`src/rtl/dram_access_sched.sv`:
```
// dram_access_sched: single owner of the shared single-port data DRAM.
// Arbitrates the pipeline MEM stage (cpu_*) against the debug/trace loader
// (dbg_*), runs each access through a small FSM and returns extended load
// data with a one-cycle ack. Sub-word stores are done as read-modify-write.
// Optional feature macro DRAM_WSTRB_EN: adds dram_wstrb byte-lane enables so
// sub-word stores become a single strobed write with no read phase.
module dram_access_sched #(
  parameter int ADDR_W = 32,
  parameter int ARB_RR = 1
) (
  input  logic              clk,
  input  logic              rst,
  input  logic              cpu_req,
  input  logic              cpu_we,
  input  logic [1:0]        cpu_size,
  input  logic              cpu_uns,
  input  logic [ADDR_W-1:0] cpu_addr,
  input  logic [31:0]       cpu_wdata,
  output logic              cpu_ack,
  output logic [31:0]       cpu_rdata,
  output logic              cpu_err,
  input  logic              dbg_req,
  input  logic              dbg_we,
  input  logic [1:0]        dbg_size,
  input  logic              dbg_uns,
  input  logic [ADDR_W-1:0] dbg_addr,
  input  logic [31:0]       dbg_wdata,
  output logic              dbg_ack,
  output logic [31:0]       dbg_rdata,
  output logic              dbg_err,
  output logic [ADDR_W-3:0] dram_addr,
  output logic              dram_re,
  output logic              dram_we,
  output logic [31:0]       dram_wdata,
  input  logic [31:0]       dram_rdata,
`ifdef DRAM_WSTRB_EN
  output logic [3:0]        dram_wstrb,
`endif
  output logic              busy
);

  typedef enum logic [2:0] {
    IDLE, CHK, RD, RWAIT, MERGE_WR, WR, ERR, RESP
  } state_t;

  state_t            state;
  logic              rr_dbg;
  logic              op_dbg;
  logic              op_we;
  logic [1:0]        op_size;
  logic              op_uns;
  logic [ADDR_W-1:0] op_addr;
  logic [31:0]       op_wdata;

  logic              grant_dbg;
  logic              size_err;
  logic              enter_resp;
  logic [31:0]       resp_data;

  // Pick the lane out of a read word and sign/zero extend it.
  function automatic logic [31:0] load_extract(input logic [31:0] word,
                                               input logic [1:0]  size,
                                               input logic        uns,
                                               input logic [1:0]  off);
    logic [31:0] bsh;
    logic [31:0] hsh;
    logic [31:0] res;
    bsh = word >> {off, 3'b000};
    hsh = word >> {off[1], 4'b0000};
    case (size)
      2'b00:   res = uns ? {24'd0, bsh[7:0]}  : {{24{bsh[7]}}, bsh[7:0]};
      2'b01:   res = uns ? {16'd0, hsh[15:0]} : {{16{hsh[15]}}, hsh[15:0]};
      default: res = word;
    endcase
    return res;
  endfunction

  // Replace only the addressed byte/half of the old word with store data.
  function automatic logic [31:0] store_merge(input logic [31:0] old,
                                              input logic [1:0]  size,
                                              input logic [1:0]  off,
                                              input logic [31:0] wdata);
    logic [4:0]  sh;
    logic [31:0] mask;
    logic [31:0] data;
    if (size == 2'b00) begin
      sh   = {off, 3'b000};
      mask = 32'h0000_00FF << sh;
      data = {24'd0, wdata[7:0]} << sh;
    end else begin
      sh   = {off[1], 4'b0000};
      mask = 32'h0000_FFFF << sh;
      data = {16'd0, wdata[15:0]} << sh;
    end
    return (old & ~mask) | data;
  endfunction

`ifdef DRAM_WSTRB_EN
  // Byte-lane enables for a strobed write.
  function automatic logic [3:0] lane_strobe(input logic [1:0] size,
                                             input logic [1:0] off);
    logic [3:0] s;
    case (size)
      2'b00:   s = 4'b0001 << off;
      2'b01:   s = 4'b0011 << off;
      default: s = 4'b1111;
    endcase
    return s;
  endfunction

  // Store data copied into every lane so the strobe alone picks the target.
  function automatic logic [31:0] lane_data(input logic [1:0]  size,
                                            input logic [31:0] wdata);
    logic [31:0] d;
    case (size)
      2'b00:   d = {4{wdata[7:0]}};
      2'b01:   d = {2{wdata[15:0]}};
      default: d = wdata;
    endcase
    return d;
  endfunction
`endif

  // Arbitration: the single requester wins; on a tie RR favours the port not served last.
  always_comb begin
    grant_dbg = 1'b0;
    if (cpu_req && dbg_req) begin
      grant_dbg = (ARB_RR != 0) ? rr_dbg : 1'b0;
    end else begin
      grant_dbg = dbg_req;
    end
  end

  // Alignment and size legality of the latched request.
  always_comb begin
    size_err = 1'b0;
    case (op_size)
      2'b01:   size_err = op_addr[0];
      2'b10:   size_err = (op_addr[1:0] != 2'b00);
      2'b11:   size_err = 1'b1;
      default: size_err = 1'b0;
    endcase
  end

  // States that hand off to RESP, and the load data that goes with them.
  always_comb begin
    enter_resp = 1'b0;
    resp_data  = '0;
    case (state)
      WR, MERGE_WR, ERR: enter_resp = 1'b1;
      RWAIT: begin
        if (!op_we) begin
          enter_resp = 1'b1;
          resp_data  = load_extract(dram_rdata, op_size, op_uns, op_addr[1:0]);
        end
      end
      default: enter_resp = 1'b0;
    endcase
  end

  assign busy = (state != IDLE);

  // Main access FSM with registered DRAM strobes and per-port responses.
  always_ff @(posedge clk or posedge rst) begin
    if (rst) begin
      state      <= IDLE;
      rr_dbg     <= 1'b0;
      op_dbg     <= 1'b0;
      op_we      <= 1'b0;
      op_size    <= 2'b00;
      op_uns     <= 1'b0;
      op_addr    <= '0;
      op_wdata   <= '0;
      cpu_ack    <= 1'b0;
      cpu_rdata  <= '0;
      cpu_err    <= 1'b0;
      dbg_ack    <= 1'b0;
      dbg_rdata  <= '0;
      dbg_err    <= 1'b0;
      dram_addr  <= '0;
      dram_re    <= 1'b0;
      dram_we    <= 1'b0;
      dram_wdata <= '0;
`ifdef DRAM_WSTRB_EN
      dram_wstrb <= 4'b0000;
`endif
    end else begin
      cpu_ack   <= 1'b0;
      cpu_rdata <= '0;
      cpu_err   <= 1'b0;
      dbg_ack   <= 1'b0;
      dbg_rdata <= '0;
      dbg_err   <= 1'b0;
      dram_re   <= 1'b0;
      dram_we   <= 1'b0;
`ifdef DRAM_WSTRB_EN
      dram_wstrb <= 4'b0000;
`endif
      case (state)
        IDLE: begin
          if (cpu_req || dbg_req) begin
            state  <= CHK;
            op_dbg <= grant_dbg;
            rr_dbg <= !grant_dbg;
            if (grant_dbg) begin
              op_we    <= dbg_we;
              op_size  <= dbg_size;
              op_uns   <= dbg_uns;
              op_addr  <= dbg_addr;
              op_wdata <= dbg_wdata;
            end else begin
              op_we    <= cpu_we;
              op_size  <= cpu_size;
              op_uns   <= cpu_uns;
              op_addr  <= cpu_addr;
              op_wdata <= cpu_wdata;
            end
          end
        end
        CHK: begin
          if (size_err) begin
            state <= ERR;
`ifdef DRAM_WSTRB_EN
          end else if (op_we) begin
            state      <= WR;
            dram_we    <= 1'b1;
            dram_addr  <= op_addr[ADDR_W-1:2];
            dram_wdata <= lane_data(op_size, op_wdata);
            dram_wstrb <= lane_strobe(op_size, op_addr[1:0]);
`else
          end else if (op_we && (op_size == 2'b10)) begin
            state      <= WR;
            dram_we    <= 1'b1;
            dram_addr  <= op_addr[ADDR_W-1:2];
            dram_wdata <= op_wdata;
`endif
          end else begin
            state     <= RD;
            dram_re   <= 1'b1;
            dram_addr <= op_addr[ADDR_W-1:2];
          end
        end
        RD: begin
          state <= RWAIT;
        end
        RWAIT: begin
          if (op_we) begin
            state      <= MERGE_WR;
            dram_we    <= 1'b1;
            dram_wdata <= store_merge(dram_rdata, op_size, op_addr[1:0], op_wdata);
          end else begin
            state <= RESP;
          end
        end
        WR, MERGE_WR, ERR: begin
          state <= RESP;
        end
        RESP: begin
          state <= IDLE;
        end
        default: begin
          state <= IDLE;
        end
      endcase
      if (enter_resp) begin
        if (op_dbg) begin
          dbg_ack   <= 1'b1;
          dbg_rdata <= resp_data;
          dbg_err   <= (state == ERR);
        end else begin
          cpu_ack   <= 1'b1;
          cpu_rdata <= resp_data;
          cpu_err   <= (state == ERR);
        end
      end
    end
  end

endmodule

```
`config.mk`:
```
export PLATFORM = sky130hd
export DESIGN_NAME = dram_access_sched
export DESIGN_NICKNAME = d
export VERILOG_FILES = /design/src/rtl/dram_access_sched.sv
export SDC_FILE = /design/constraint.sdc
export NUM_CORES = 1
export LEC_CHECK = 0
export CAP_MARGIN = 30
export CORE_MARGIN = 8
export CORE_UTILIZATION = 45
export CTS_BUF_LIST = sky130_fd_sc_hd__clkbuf_4
export CTS_CLUSTER_SIZE = 12
export DETAILED_ROUTE_END_ITERATION = 8
export HOLD_SLACK_MARGIN = 0.08
export PLACE_DENSITY = 0.9
export SKIP_LAST_GASP = 1
export SYNTH_ARGS = -nofsm -noshare
export SYNTH_HDL_FRONTEND = slang
export SYNTH_SLANG_ARGS = --single-unit
```
`constraint.sdc`:
```
create_clock -name clk -period 16.28 [get_ports clk]
set_input_delay 2.442 -clock clk [delete_from_list [all_inputs] [get_ports clk]]
set_output_delay 2.442 -clock clk [all_outputs]
set_load 0.01 [all_outputs]
```
==> flow_summary_export.csv, run 1 <==
group,metric,value,unit
timing,slew_viol_final,0,
clock_network,clkSinkCount,205,
worst_setup_path,cp_slowest_cell,"nor3_1",
die,die_height,157,microns
die,pin_count,305,
worst_hold_path,holdPathEnd,"dram_wdata[18]",
drt,first_pass_iters,9,
clock_network,htreeDepth,2,
yosys,seq_area_frac_synth,0.570,
drt,via_per_inst,5.87,
worst_setup_path,end_kind,"output pin",
worst_setup_path,ff2ff_path_depth,5,
worst_setup_path,r2r-start,"state[0]",
grt,grt_pass1_vias,8467,
worst_setup_path,arrival,2.52,ns
placed_design,dpl_worst_slack,11.59,ns
timing,worst_pin_slew,0.991,ns
yosys,synthCells,806,
final_layout,final-seq-area,5130,sq um
timing,max_slew_margin,0.339,
yosys,ys_ff_latch,205,
power_and_ir_drop,leakagePower,5.98,nW
worst_setup_path,critPathMaxStageDelay,0.66,ns
die,core_area,19500,sq um
worst_setup_path,r2r_setup_slack,13.56,ns
clock_network,post_cts_resized,0,
die,start_util,0.461,
yosys,synth_cell_types,51,
worst_hold_path,holdPathStages,1,
clock_network,clk_pin_slew_worst_paths,0.07,ns
timing,period_share,0.305,
worst_setup_path,crit_required,13.84,ns
die,fp.dieArea,24800,sq um
status,outcome,"complete, but fails checks",
timing,setup_tns,0,ns
drt,ant_nets,0,
yosys,ys.flop_type,"dfrtp_1",
grt,antenna_found_initial,1,
worst_hold_path,hold_path_class,"register to register",
clock_network,postCtsSetupRepairBufs,0,
yosys,synthArstFlopShare,1.00,
grt,grt_usage,0.251,
drt,drt_iter0_drc,1029,
worst_setup_path,crit_chain,"nor3_1, inv_1, clkdlybuf4s50_1",
clock_network,cts-root-buf,"clkbuf_4",
yosys,yosys.area.top_type_share,0.570,
worst_setup_path,setup.worst_path.start_class,"register",
clock_network,hold_buffers,0,
placed_design,postPlaceCellArea,12200,sq um
worst_setup_path,worst_r2r_endpoint,"op_wdata[16]",
yosys,yosys_warnings,0,
power_and_ir_drop,ir_drop,0.0960,mV
final_layout,drive_gt1_frac,0.113,
yosys,synth_nets,978,
yosys,syn-cell-area,9000,sq um
grt,overflow,0,
die,rows,51,
power_and_ir_drop,p_total,2.28,mW
timing,period_needed,4.97,ns
placed_design,io_buffers,304,
status,violations,"design-rule violations",
clock_network,cts_buffers,51,
drt,drc,1,
placed_design,hpwlAfterDp,22.6,mm
final_layout,final_cells,1412,
timing,rsz0062_at_grt,"no",
worst_setup_path,crit_fanout,14,
grt,grt_pass1_wl,47.8,mm
die,die_w,157,microns
placed_design,gp_congestion,0.893,
run,drv_cap,0,
yosys,synth_edf_count,0,
clock_network,cts_tree,"built",
final_layout,area_growth,43.6,%
worst_setup_path,path_class,"register to output pin",
yosys,synthTopCellsByArea,"dfrtp_1 57%, a222oi_1 7.6%, mux2_2 3.1%",
power_and_ir_drop,powerDensity,177,nW/um^2
placed_design,dp_cells,1315,
final_layout,fin_area,12900,sq um
final_layout,fin_nets,1276,
timing,setup_viol,0,
final_layout,multi_input_area,3230,sq um
timing,hold_viol,0,
timing,worst_clock_skew,0.0304,ns
clock_network,insertion_delay,0.66,ns
drt,num_vias,8287,
grt,grt_max_degree,128,
timing,timing.final.ws_setup,11.31,ns
timing,fmax,201,MHz
worst_hold_path,hold_start,"dram_wdata[18]",
drt,wl_per_cell,22.6,microns
drt,drt_wl_total,31.9,mm
yosys,syn_avg_cell_area,11.2,sq um
yosys,yosysTopAreaCell,"dfrtp_1",
clock_network,clockBufferDepth,3,
final_layout,fill_cells,1427,
-- cell families (layout without fill, tap and decap cells) --
| family | Yosys count | count (layout) | synth area share |
|---|---|---|---|
| AOI/OAI and AO/OA | 214 | 214 | 0.185 |
| buffers and inverters | 146 | 486 | 0.0730 |
| DFF | 205 | 205 | 0.570 |
| muxes | 55 | 55 | 0.0696 |
| other | 0 | 1 | 0 |
| and+or+nand+nor | 186 | 186 | 0.103 |
-- critical path, delay by kind of cell, from the launching register on --
kind / cells / cell delay [ns]
DFF: 1 / 0.52
and+or+nand+nor: 1 / 0.66
buffers and inverters: 2 / 0.69
-- through the flow --
step / hold WS [ns] / utilization
after floorplan: 0.452 / -
after global placement: 0.469 / 0.619
after detailed placement: 0.476 / 0.625
after CTS: 0.493 / 0.661
after global routing: 0.507 / 0.662
final: 0.489 / 0.662
-- flip-flops by register name (all words and copies together) (netlist names), 2 cells and up --
signal,cells
op_wdata,32
dbg_rdata,32
state,3
dram_addr,30
cpu_rdata,32
dram_wdata,32
op_size,2
op_addr,32
-- synthesized netlist by cell type, types with 4 or more instances --
cell type  number
and2_1          7
a31oi_1        17
dfrtp_1       205
nor3_1         36
o22ai_1         9
nand2_1        43
mux2i_1         9
o211ai_1        9
inv_1          71
o21ai_0         9
buf_2          31
mux2_1         18
nor2_1         55
clkbuf_1       29
and3_1         10
nand3_1         8
a211oi_1        9
mux2_2         25
nand2b_1        4
a21oi_1        39
buf_4           4
buf_6           7
a211o_1         8
o221ai_1        8
o2bb2ai_1       8
a222oi_1       68
a21o_1          9
o21a_1         10
or4b_1          8
-- power by group --
part | switching [mW] | leakage (nW) | total (mW) | internal [mW]
logic | 0.515 | 2.94 | 0.977 | 0.463
clock network | 0.212 | 0.408 | 0.459 | 0.247
registers | 0.153 | 2.63 | 0.846 | 0.693
total | 0.879 | 5.98 | 2.28 | 1.40
-- cell type report --
cell class / count / area share
Clock buffer: 69 / 0.0401
Antenna cell: 1 / 0.000194
Timing Repair Buffer: 318 / 0.251
Tap cell: 265 / 0.0256
Multi-Input combinational cell: 455 / 0.250
Inverter: 73 / 0.0220
Clock inverter: 26 / 0.0143
Sequential cell: 205 / 0.397
-- per-layer routing --
| metal | part of all wire | wire length (microns) | up-vias | track usage |
|---|---|---|---|---|
| li1 | - | - | 3607 | - |
| met1 | 0.35 | 11300 | 3957 | 0.284 |
| met2 | 0.47 | 14900 | 621 | 0.408 |
| met3 | 0.13 | 4210 | 102 | 0.0968 |
| met4 | 0.047 | 1500 | 0 | 0.128 |
| met5 | 0 | 0 | - | 0 |
-- placed cells by master (no fill, tap or decap), types with 10 or more instances in the layout --
master / count
a31oi_1: 17
o21a_1: 10
inv_1: 70
clkdlybuf4s50_1: 304
clkbuf_4: 69
nand2_1: 43
mux2_2: 25
mux2_1: 18
a222oi_1: 68
nor2_1: 55
a21oi_1: 39
dfrtp_1: 205
nor3_1: 36
clkinv_1: 19
-- worst max path at each step --
stage	end	from	slack [ns]	depth (start not counted)
finish	busy	state[0]	11.31	3
global route	busy	state[0]	11.08	3
CTS	busy	state[0]	11.19	3
detailed placement	dbg_rdata[24]	dram_rdata[7]	11.59	5
global placement	cpu_rdata[18]	rst	11.68	3
floorplan	cpu_ack	rst	8.24	1
No activity file was read; power rests on OpenSTA's default activity.
==> run 2, diff against run 1 <==
Clock period 16.28 ns to 4.8 ns, I/O delays scaled along.
==> run 2 against run 1 <==
The flow still finishes with violations (design-rule violations); clock skew is 0.026 ns higher; wire length is 1.4% higher; power grew to 3.3 times the previous value; utilization is 0.41 points lower; clock power grew to 3.1 times the previous value; count of clock-buffer cells in the layout is 6 higher; worst hold slack worse by 0.024 ns; global-route usage is 0.58 points higher; worst setup slack worse by 9.6 ns; die area stayed put.
==> flow_summary_export.csv, run 2 (synthesis gave the netlist of run 1 again) <==
group,metric,value,unit
status,outcome,"complete, but fails checks",
status,violations,"design-rule violations",
die,die_height,157,microns
final_layout,fin_nets,1276,
final_layout,final_cells,1406,
timing,rsz0062_at_grt,"no",
drt,num_vias,8268,
worst_setup_path,cp_slowest_cell,"nor3_1",
clock_network,clkSinkCount,205,
die,start_util,0.461,
drt,via_per_inst,5.88,
placed_design,gp_congestion,0.858,
worst_setup_path,arrival,2.36,ns
timing,worst_pin_slew,0.893,ns
grt,overflow,0,
grt,antenna_found_initial,1,
timing,period_needed,3.08,ns
placed_design,postPlaceCellArea,12200,sq um
drt,wl_per_cell,23.0,microns
power_and_ir_drop,p_int,4.63,mW
clock_network,cts_buffers,51,
worst_setup_path,path_class,"register to output pin",
worst_setup_path,crit_chain,"nor3_1, inv_1, clkdlybuf4s50_1",
worst_setup_path,crit_required,4.08,ns
power_and_ir_drop,comb_power_share,0.434,
power_and_ir_drop,clkPwrFrac,0.186,
drt,ant_nets,0,
final_layout,layout_commonest_cell,"clkdlybuf4s50_1",
power_and_ir_drop,p_total,7.60,mW
clock_network,hold_buffers,0,
drt,drc,3,
timing,fmax,324,MHz
drt,drt_iter0_drc,942,
placed_design,dpl_worst_slack,1.76,ns
die,fp.dieArea,24800,sq um
timing,setup_tns,0,ns
power_and_ir_drop,sequentialPowerShare,0.380,
clock_network,postCtsSetupRepairBufs,0,
timing,hold_viol,0,
power_and_ir_drop,powerDensity,592,nW/um^2
die,pin_count,305,
grt,grt_pass1_vias,8638,
placed_design,io_buffers,304,
timing,worst_clock_skew,0.0567,ns
final_layout,fin_area,12800,sq um
die,die_w,157,microns
grt,grt_pass1_wl,48.9,mm
clock_network,insertion_delay,0.66,ns
power_and_ir_drop,switching_share,0.391,
timing,max_slew_margin,0.405,
clock_network,cts-root-buf,"clkbuf_4",
timing,period_share,0.642,
worst_setup_path,setup.worst_path.start_class,"register",
clock_network,htreeDepth,2,
timing,timing.final.ws_setup,1.72,ns
worst_hold_path,hold_path_class,"input port to async pin",
clock_network,cts_tree,"built",
clock_network,clk_pin_slew_worst_paths,0.07,ns
worst_setup_path,end_kind,"output pin",
final_layout,drive_gt1_frac,0.115,
clock_network,clockBufferDepth,3,
die,core_area,19500,sq um
worst_setup_path,crit_fanout,13,
placed_design,hpwlAfterDp,23.2,mm
final_layout,layout_common_cells,"304 x clkdlybuf4s50_1, 205 x dfrtp_1, 75 x clkbuf_4",
grt,grt_max_degree,96,
drt,first_pass_iters,9,
timing,setup_viol,0,
timing,slew_viol_final,0,
final_layout,area_growth,42.8,%
final_layout,fin_util,0.658,
die,rows,51,
timing,hold-worst-slack,0.465,ns
worst_setup_path,critPathMaxStageDelay,0.61,ns
run,drv_cap,0,
grt,grt_usage,0.257,
power_and_ir_drop,ir_drop,0.363,mV
final_layout,fill_cells,1496,
power_and_ir_drop,leakagePower,5.94,nW
placed_design,dp_cells,1316,
clock_network,post_cts_resized,0,
drt,drt_wl_total,32.3,mm
power_and_ir_drop,power.switching,2.97,mW
run 2: per-layer routing:
layer / global-route usage / share of wire / vias to the layer above
met3: 0.0924 / 0.12 / 90
met5: 0 / 0 / -
li1: - / - / 3586
met1: 0.288 / 0.35 / 4032
met4: 0.108 / 0.036 / 0
met2: 0.436 / 0.49 / 560
run 2: worst paths after layout:
kind | depth (start not counted) | slack (ns) | endpoint | startpoint
max | 3 | 1.72 | busy | state[1]
min | 2 | 0.46 | dram_wdata[23] | rst
max reg2reg | 5 | 1.97 | op_wdata[15] | state[1]
min reg2reg | 1 | 0.49 | dram_addr[1] | dram_addr[1]
max in group asynchronous | 3 | 3.43 | op_wdata[9] | rst
min in group clk | 1 | 0.49 | dram_addr[1] | dram_addr[1]
run 2: power by group through the flow:
stage	logic (mW)	registers (mW)	clock network [mW]
floorplan	1.85	2.82	0
global placement	3.08	2.90	0
detailed placement	3.27	2.90	0
CTS	3.30	2.88	1.45
global route	3.57	2.96	1.52
finish	3.30	2.89	1.41
run 2: area by class of cell:
class | instances | area [sq um] | share of cell area
diodes | 1 | 2.50 | 0.000195
inverters | 73 | 280 | 0.0218
clock buffers | 75 | 563 | 0.0438
multi-input cells | 455 | 3230 | 0.251
well taps | 265 | 332 | 0.0258
clock inverters | 14 | 58.8 | 0.00458
repair buffers | 318 | 3250 | 0.253
flip-flops and latches | 205 | 5130 | 0.399
run 2: worst max-delay path: cells and delay by family (launching register included):
family	cells	cell delay (ns)
buffers and inverters	2	0.62
and+or+nand+nor	1	0.61
DFF	1	0.51
==> run 3, diff against run 2 <==
Clock period 4.8 ns to 3 ns, I/O delays scaled along.
==> run 3 against run 2 <==
The flow now finishes without violations; die area is the same; cell area grew 0.63%; sequential power increased by 61%; power increased by 62%; wire length is 1.2% lower; utilization is 0.42 points higher; global-route usage decreased by 0.19 points; critical path type unchanged; largest cell class unchanged; largest power group unchanged; highest routed layer is now met5.
==> flow_summary_export.csv, run 3 (synthesis gave the netlist of run 1 again) <==
group,metric,value,unit
timing,fmax,392,MHz
power_and_ir_drop,leakagePower,5.99,nW
worst_hold_path,hold_path_class,"input port to async pin",
drt,drt_wl_total,32.0,mm
clock_network,hold_buffers,0,
final_layout,area_growth,43.7,%
grt,grt_pass1_wl,48.8,mm
drt,ant_nets,0,
clock_network,postCtsSetupRepairBufs,0,
final_layout,fin_util,0.662,
final_layout,drive_gt1_frac,0.126,
clock_network,clockBufferDepth,3,
placed_design,io_buffers,304,
clock_network,clk_pin_slew_worst_paths,0.07,ns
timing,rsz0062_at_grt,"no",
die,fp.dieArea,24800,sq um
timing,max_slew_margin,0.545,
placed_design,gp_congestion,0.927,
worst_setup_path,path_class,"register to output pin",
final_layout,fin_nets,1288,
worst_setup_path,crit_required,2.55,ns
die,rows,51,
power_and_ir_drop,powerDensity,955,nW/um^2
clock_network,insertion_delay,0.63,ns
die,core_area,19500,sq um
clock_network,cts_buffers,54,
drt,wl_per_cell,22.5,microns
timing,setup_viol,0,
grt,grt_max_degree,87,
clock_network,cts_tree,"built",
worst_setup_path,setup.worst_path.start_class,"register",
drt,drt_iter0_drc,881,
worst_setup_path,crit_fanout,14,
drt,first_pass_iters,9,
status,outcome,"completed",
die,start_util,0.461,
grt,grt_usage,0.255,
timing,period_needed,2.55,ns
worst_setup_path,r2r-start,"op_size[1]",
worst_setup_path,critPathLaunch,"state[0]",
grt,overflow,0,
clock_network,cts-root-buf,"clkbuf_4",
die,pin_count,305,
grt,grt_pass1_vias,8612,
drt,num_vias,8176,
placed_design,hpwlAfterDp,23.3,mm
timing,worst_clock_skew,0.0146,ns
power_and_ir_drop,ir_drop,0.521,mV
power_and_ir_drop,p_total,12.3,mW
run,drv_cap,0,
worst_setup_path,r2r_setup_slack,0.63,ns
timing,slew_viol_final,0,
timing,hold_viol,0,
drt,drc,0,
drt,via_per_inst,5.76,
worst_setup_path,arrival,2.10,ns
die,die_height,157,microns
grt,antenna_found_initial,2,
worst_setup_path,worst_r2r_endpoint,"dram_wdata[9]",
worst_setup_path,ff2ff_path_depth,5,
final_layout,layout_common_cells,"304 x clkdlybuf4s50_1, 205 x dfrtp_1, 80 x clkbuf_4",
worst_setup_path,end_kind,"output pin",
timing,period_share,0.851,
clock_network,post_cts_resized,0,
clock_network,clkSinkCount,205,
clock_network,htreeDepth,2,
timing,worst_pin_slew,0.683,ns
final_layout,layout_commonest_cell,"clkdlybuf4s50_1",
die,die_w,157,microns
[run 3: cell count changes in the layout (fill, tap and decap cells not counted), sizes merged]
cell | before | now
buf | 14 | 23
bufinv | 0 | 2
clkbuf | 75 | 80
clkinv | 14 | 12
clkinvlp | 2 | 1
[run 3: final cells by class]
type	instances	area, sq um
antenna	1	2.50
timing repair buffer	327	3250
clock buffer	80	601
inverter	73	280
clock inverter	13	103
fill	1439	6600
sequential	205	5130
tap	265	332
multi-input combinational	455	3230
[run 3: power breakdown]
group | switching [mW] | internal (mW)
clock network | 1.11 | 1.38
logic | 2.73 | 2.49
registers | 0.876 | 3.76
total | 4.72 | 7.63
[run 3: stage by stage]
step                      worst slack, ns  hold WS, ns  TNS, ns  instances  instance area (sq um)
final                               0.448        0.191        0       1419                  12900
after global routing                0.297        0.169        0       1419                  12900
after CTS                           0.398        0.149        0       1418                  12900
after detailed placement            0.524        0.474        0       1325                  12200
after global placement              0.586        0.466        0       1325                  12200
after floorplan                    -0.108        0.452   -22.20        806                   9000
[run 3: worst max path at each step]
| stage | cells after the start | to |
|---|---|---|
| final | 4 | busy |
| after global routing | 4 | busy |
| after CTS | 4 | busy |
| after detailed placement | 6 | cpu_rdata[27] |
| after global placement | 6 | cpu_rdata[24] |
| after floorplan | 1 | cpu_ack |
[run 3: critical path, cell delays in order (launching register included)]
cell and delay, ns:
dfrtp_1 0.51, nor3_1 0.25, buf_4 0.18, inv_1 0.04, clkdlybuf4s50_1 0.49
[run 3: metal layers]
metal,vias to the layer above,share of wire,GRT usage
met1,3961,0.35,0.286
met3,77,0.12,0.0982
met5,-,0.00031,0
li1,3614,-,-
met2,522,0.49,0.429
met4,2,0.032,0.104
==> RTL edit 1: new RTL, settings of run 3 <==
Encoding of `state_t`: now Gray code (3 bits for 8 states).
--- a/src/rtl/dram_access_sched.sv
+++ b/src/rtl/dram_access_sched.sv
@@ -40,7 +40,7 @@
 );
 
   typedef enum logic [2:0] {
-    IDLE, CHK, RD, RWAIT, MERGE_WR, WR, ERR, RESP
+    IDLE = 3'b000, CHK = 3'b001, RD = 3'b011, RWAIT = 3'b010, MERGE_WR = 3'b110, WR = 3'b111, ERR = 3'b101, RESP = 3'b100
   } state_t;
 
   state_t            state;
Function: same outputs for any inputs over 4 cycles, from zero or initial values and one cycle with rst high; so few cycles prove little.
==> RTL edit 1 against run 3 <==
- critical path depth fell by 1
- global-route usage down 1.6 points
- worst setup slack worse by 130 ps
- sequential cell count did not move
- routed wire length fell by 5.8%
- final area rose by 0.17%
- non-clock buffer count shrank 2
- maximum frequency is 5.0% lower
- synthesized area up 1.1%
- worst hold slack worse by 55 ps
- power fell by 3.1%
- cell count is 1.3% lower
- critical path type unchanged
- largest power group unchanged
==> RTL edit 1: results (changes against run 3) <==
OUTCOME
------------------------------------------------------------------------------
Run status ......................................................    completed

SYNTHESIS
------------------------------------------------------------------------------
Sequential-to-total area share from yosys stat ..................        56.3%   -0.64 points
Cell types with the largest area share after synthesis .......... dfrtp_1 (56%), a222oi_1 (7.5%), mux2_2 (6.6%)
Average footprint of a synthesized cell .........................   11.6 sq um   +3.5%
Total nets after synthesis ......................................          960   -1.8%
Adder-cell share of the synthesized area ........................           0%   unchanged
Mux contribution to synthesized area ............................        10.5%   +3.6 points
Share of the synthesized area in compound gates (AO/OA/AOI/OAI) .        15.5%   -2.9 points
Cell types with the highest counts after synthesis .............. dfrtp_1 (205), inv_1 (75), a222oi_1 (68)
Distinct cell type count after synthesis ........................           53   +3.9%

CRITICAL PATH
------------------------------------------------------------------------------
Arr. time, crit path ............................................      2240 ps   +140 ps
Critical Path Sink ..............................................         busy
Reg2Reg Setup Slack .............................................       610 ps   -20 ps
R2r endpoint .................................................... op_wdata[23]
Maximum fanout encountered on the critical timing path ..........           11   -3
Crit-path max cell delay ........................................       550 ps   +40 ps
Number of cell instances on the worst register-to-register path .            5   unchanged

CLOCKING
------------------------------------------------------------------------------
Clock buffers created by TritonCTS ..............................           51   -5.6%

TIMING
------------------------------------------------------------------------------
Final period utilization ........................................        89.5%   +4.5 points
Worst slew margin relative to its limit .........................        47.3%   -7.1 points
Hold_ws .........................................................       137 ps   -54.6 ps
Clock Skew ......................................................      34.8 ps   +20.2 ps

FINISH
------------------------------------------------------------------------------
Ratio of cells with drive above 1 in the final layout ...........        15.8%   +3.2 points
Fin cells .......................................................        1,401   -1.3%

GRT
------------------------------------------------------------------------------
Total global routing track utilization ..........................        23.9%   -1.6 points
Maximum number of pins on one net before global-route repair ....           82   -5.7%
Wire length of the first global-routing pass ....................      45.8 mm   -6.2%
Number of global-route vias before repair .......................        8,233   -4.4%
Initial antenna violation count .................................            1   -1

PLACEMENT
------------------------------------------------------------------------------
Worst Setup Slack post-DPL ......................................       634 ps   +110 ps
Post-detailed-placement cell area ............................... 0.0123 sq mm   +0.95%
Gp weighted congestion ..........................................        0.912   -1.6%
Cells after DPL .................................................        1,312   -0.98%
Detailed placer's ending HPWL ...................................      22.5 mm   -3.8%

DRT
------------------------------------------------------------------------------
Final routed wirelength across all metal layers .................      30.1 mm   -5.8%
DRC violation total after the first TritonRoute iteration .......          796   -9.6%
Iteration count of the initial detailed-routing pass ............            8   -1

POWER AND IR DROP
------------------------------------------------------------------------------
Leakage power ...................................................      5.82 nW   -2.9%
Maximum VDD drop ................................................     0.430 mV   -17%

-- RTL edit 1: routing by layer --
metal,track usage (%),wire length [um],up-vias
met5,0,0,-
met2,38.8,14600,433
met3,6.31,2570,104
met1,28.7,11500,3817
li1,-,-,3551
met4,12.8,1420,0
-- RTL edit 1: final cells by class --
| cell class | count | area (sq um) |
|---|---|---|
| sequential | 205 | 5130 |
| tap | 270 | 338 |
| clock inverter | 12 | 48.8 |
| multi-input combinational | 436 | 3320 |
| clock buffer | 74 | 556 |
| antenna | 3 | 7.51 |
| fill | 1563 | 7090 |
| inverter | 76 | 289 |
| timing repair buffer | 325 | 3260 |
-- RTL edit 1: power by group --
group / switching (W) / internal, W
combinational: 0.00261 / 0.00263
sequential: 0.000830 / 0.00370
clock: 0.00108 / 0.00112
-- RTL edit 1: critical path: cells and delay by family (launching register included) --
kind                   cells  cell delay (ps)
flip-flops                 1              550
AND/OR/NAND/NOR            1              500
buffers and inverters      2              570
==> RTL edit 2: new RTL, settings of run 3 <==
Made on the original files. Set the parameter `ADDR_W` to 64 (it was 32).
--- a/src/rtl/dram_access_sched.sv
+++ b/src/rtl/dram_access_sched.sv
@@ -5,7 +5,7 @@
 // Optional feature macro DRAM_WSTRB_EN: adds dram_wstrb byte-lane enables so
 // sub-word stores become a single strobed write with no read phase.
 module dram_access_sched #(
-  parameter int ADDR_W = 32,
+  parameter int ADDR_W = 64,
   parameter int ARB_RR = 1
 ) (
   input  logic              clk,
Interface: changed (resized cpu_addr, dbg_addr and dram_addr); port bits go from 305 to 401. No check against the original RTL was run, so the function may have changed too.
==> RTL edit 2 against run 3 <==
- the flow now finishes with violations (design-rule violations)
- worst setup slack worse by 180 ps
- routed wire length rose by 32%
- sequential cell count is 64 higher
- final area up 29%
- synthesized area increased by 27%
- power up 29%
- cell count grew 24%
- sequential share of layout area increased by 0.76 points
- highest routed layer unchanged
==> RTL edit 2: results (changes against run 3) <==
OUTCOME
--------------------------------------------------------------------------------
Run status ........................................................ complete, but fails checks
Violated checks ................................................... design-rule violations

GRT
--------------------------------------------------------------------------------
Total global routing track utilization ............................        26.7%   +1.2 points
Number of global-route vias before repair .........................        11.0k   +28%
Met2 track utilization from global routing ........................        44.3%   +1.4 points
Met3 track demand over resource in global routing .................        8.89%   -0.93 points
Wire length of the first global-routing pass ......................      63.9 mm   +31%
Maximum number of pins on one net before global-route repair ......           86   -1.1%
Grt met1 use ......................................................        30.0%   +1.4 points

FINISH
--------------------------------------------------------------------------------
Ratio of cells with drive above 1 in the final layout .............        12.2%   -0.42 points
Fill count ........................................................        1,799   +25%

CRITICAL PATH
--------------------------------------------------------------------------------
Number of cell instances on the worst register-to-register path ...            4   -1
Reg2Reg Setup Slack ...............................................       570 ps   -60 ps
Start of the worst register-to-register path ......................     state[2]
R2r endpoint ...................................................... cpu_rdata[18]

POWER AND IR DROP
--------------------------------------------------------------------------------
Leakage power .....................................................      7.80 nW   +30%

CLOCKING
--------------------------------------------------------------------------------
H-tree depth ......................................................            3   +1

DRT
--------------------------------------------------------------------------------
DRC violation total after the first TritonRoute iteration .........        1,268   +44%
Post-route DRC ....................................................           17   +17
Vias per Instance .................................................         5.91   +2.5%
Total number of vias ..............................................        10.4k   +27%

SYNTHESIS
--------------------------------------------------------------------------------
Mux contribution to synthesized area ..............................        8.63%   +1.7 points
Distinct cell type count after synthesis ..........................           53   +3.9%
Fraction of synthesized cell area taken by the top area cell type .        58.8%   +1.8 points
Cell types with the highest counts after synthesis ................ dfrtp_1 (269), inv_1 (103), a222oi_1 (100)
Total nets after synthesis ........................................        1,215   +24%
Sequential-to-total area share from yosys stat ....................        58.8%   +1.8 points
Share of the synthesized area in compound gates (AO/OA/AOI/OAI) ...        17.3%   -1.1 points
Cell types with the largest area share after synthesis ............ dfrtp_1 (59%), a222oi_1 (8.7%), mux2_1 (4.9%)

PLACEMENT
--------------------------------------------------------------------------------
Post-detailed-placement cell area ................................. 0.0158 sq mm   +29%
Detailed placer's ending HPWL .....................................      30.4 mm   +30%

TIMING
--------------------------------------------------------------------------------
Clock Skew ........................................................      56.8 ps   +42.2 ps
Worst slew margin relative to its limit ...........................        28.9%   -26 points

==> RTL edit 2: cell families (layout without fill, tap and decap cells) <==
logic type             count (synthesis)  count (layout)
AO/OA/AOI/OAI                        246             246
AND/OR/NAND/NOR                      186             186
multiplexers                          87              87
flip-flops                           269             269
other                                  0               1
buffers and inverters                191             643
==> RTL edit 2: metrics by stage <==
step / hold slack [ps] / setup WS, ps / TNS [ps]
final: 176 / 266 / 0
after global routing: 131 / 79.8 / 0
after CTS: 115 / 186 / 0
after detailed placement: 474 / 485 / 0
after global placement: 464 / 590 / 0
after floorplan: 452 / -1000 / -269930
==> RTL edit 2: power by group <==
part	internal [W]	switching [W]	total, W
clock network	0.00172	0.00154	0.00325
registers	0.00502	0.00107	0.00610
logic	0.00318	0.00337	0.00655
==> RTL edit 2: critical path: cells and delay by family (launching register included) <==
kind	cells	cell delay, ps
simple gates	1	510
buf+inv	2	570
flops	1	550
==> RTL edit 2: worst min path at each step <==
| stage | endpoint | slack (ps) | cells past startpoint |
|---|---|---|---|
| after floorplan | op_addr[10] | 450 | 2 |
| after global placement | op_addr[24] | 460 | 2 |
| after detailed placement | op_addr[18] | 470 | 2 |
| after CTS | cpu_rdata[30] | 120 | 2 |
| after global routing | dbg_rdata[29] | 130 | 2 |
| final | dbg_rdata[30] | 180 | 2 |
==> RTL edit 2: cell type report <==
class | instances | area, sq um | share of cell area (%)
tap | 330 | 413 | 2.48
sequential | 269 | 6730 | 40.4
multi-input combinational | 519 | 3940 | 23.6
antenna | 1 | 2.50 | 0.0150
inverter | 105 | 400 | 2.40
clock buffer | 101 | 758 | 4.55
timing repair buffer | 423 | 4280 | 25.7
clock inverter | 14 | 126 | 0.759
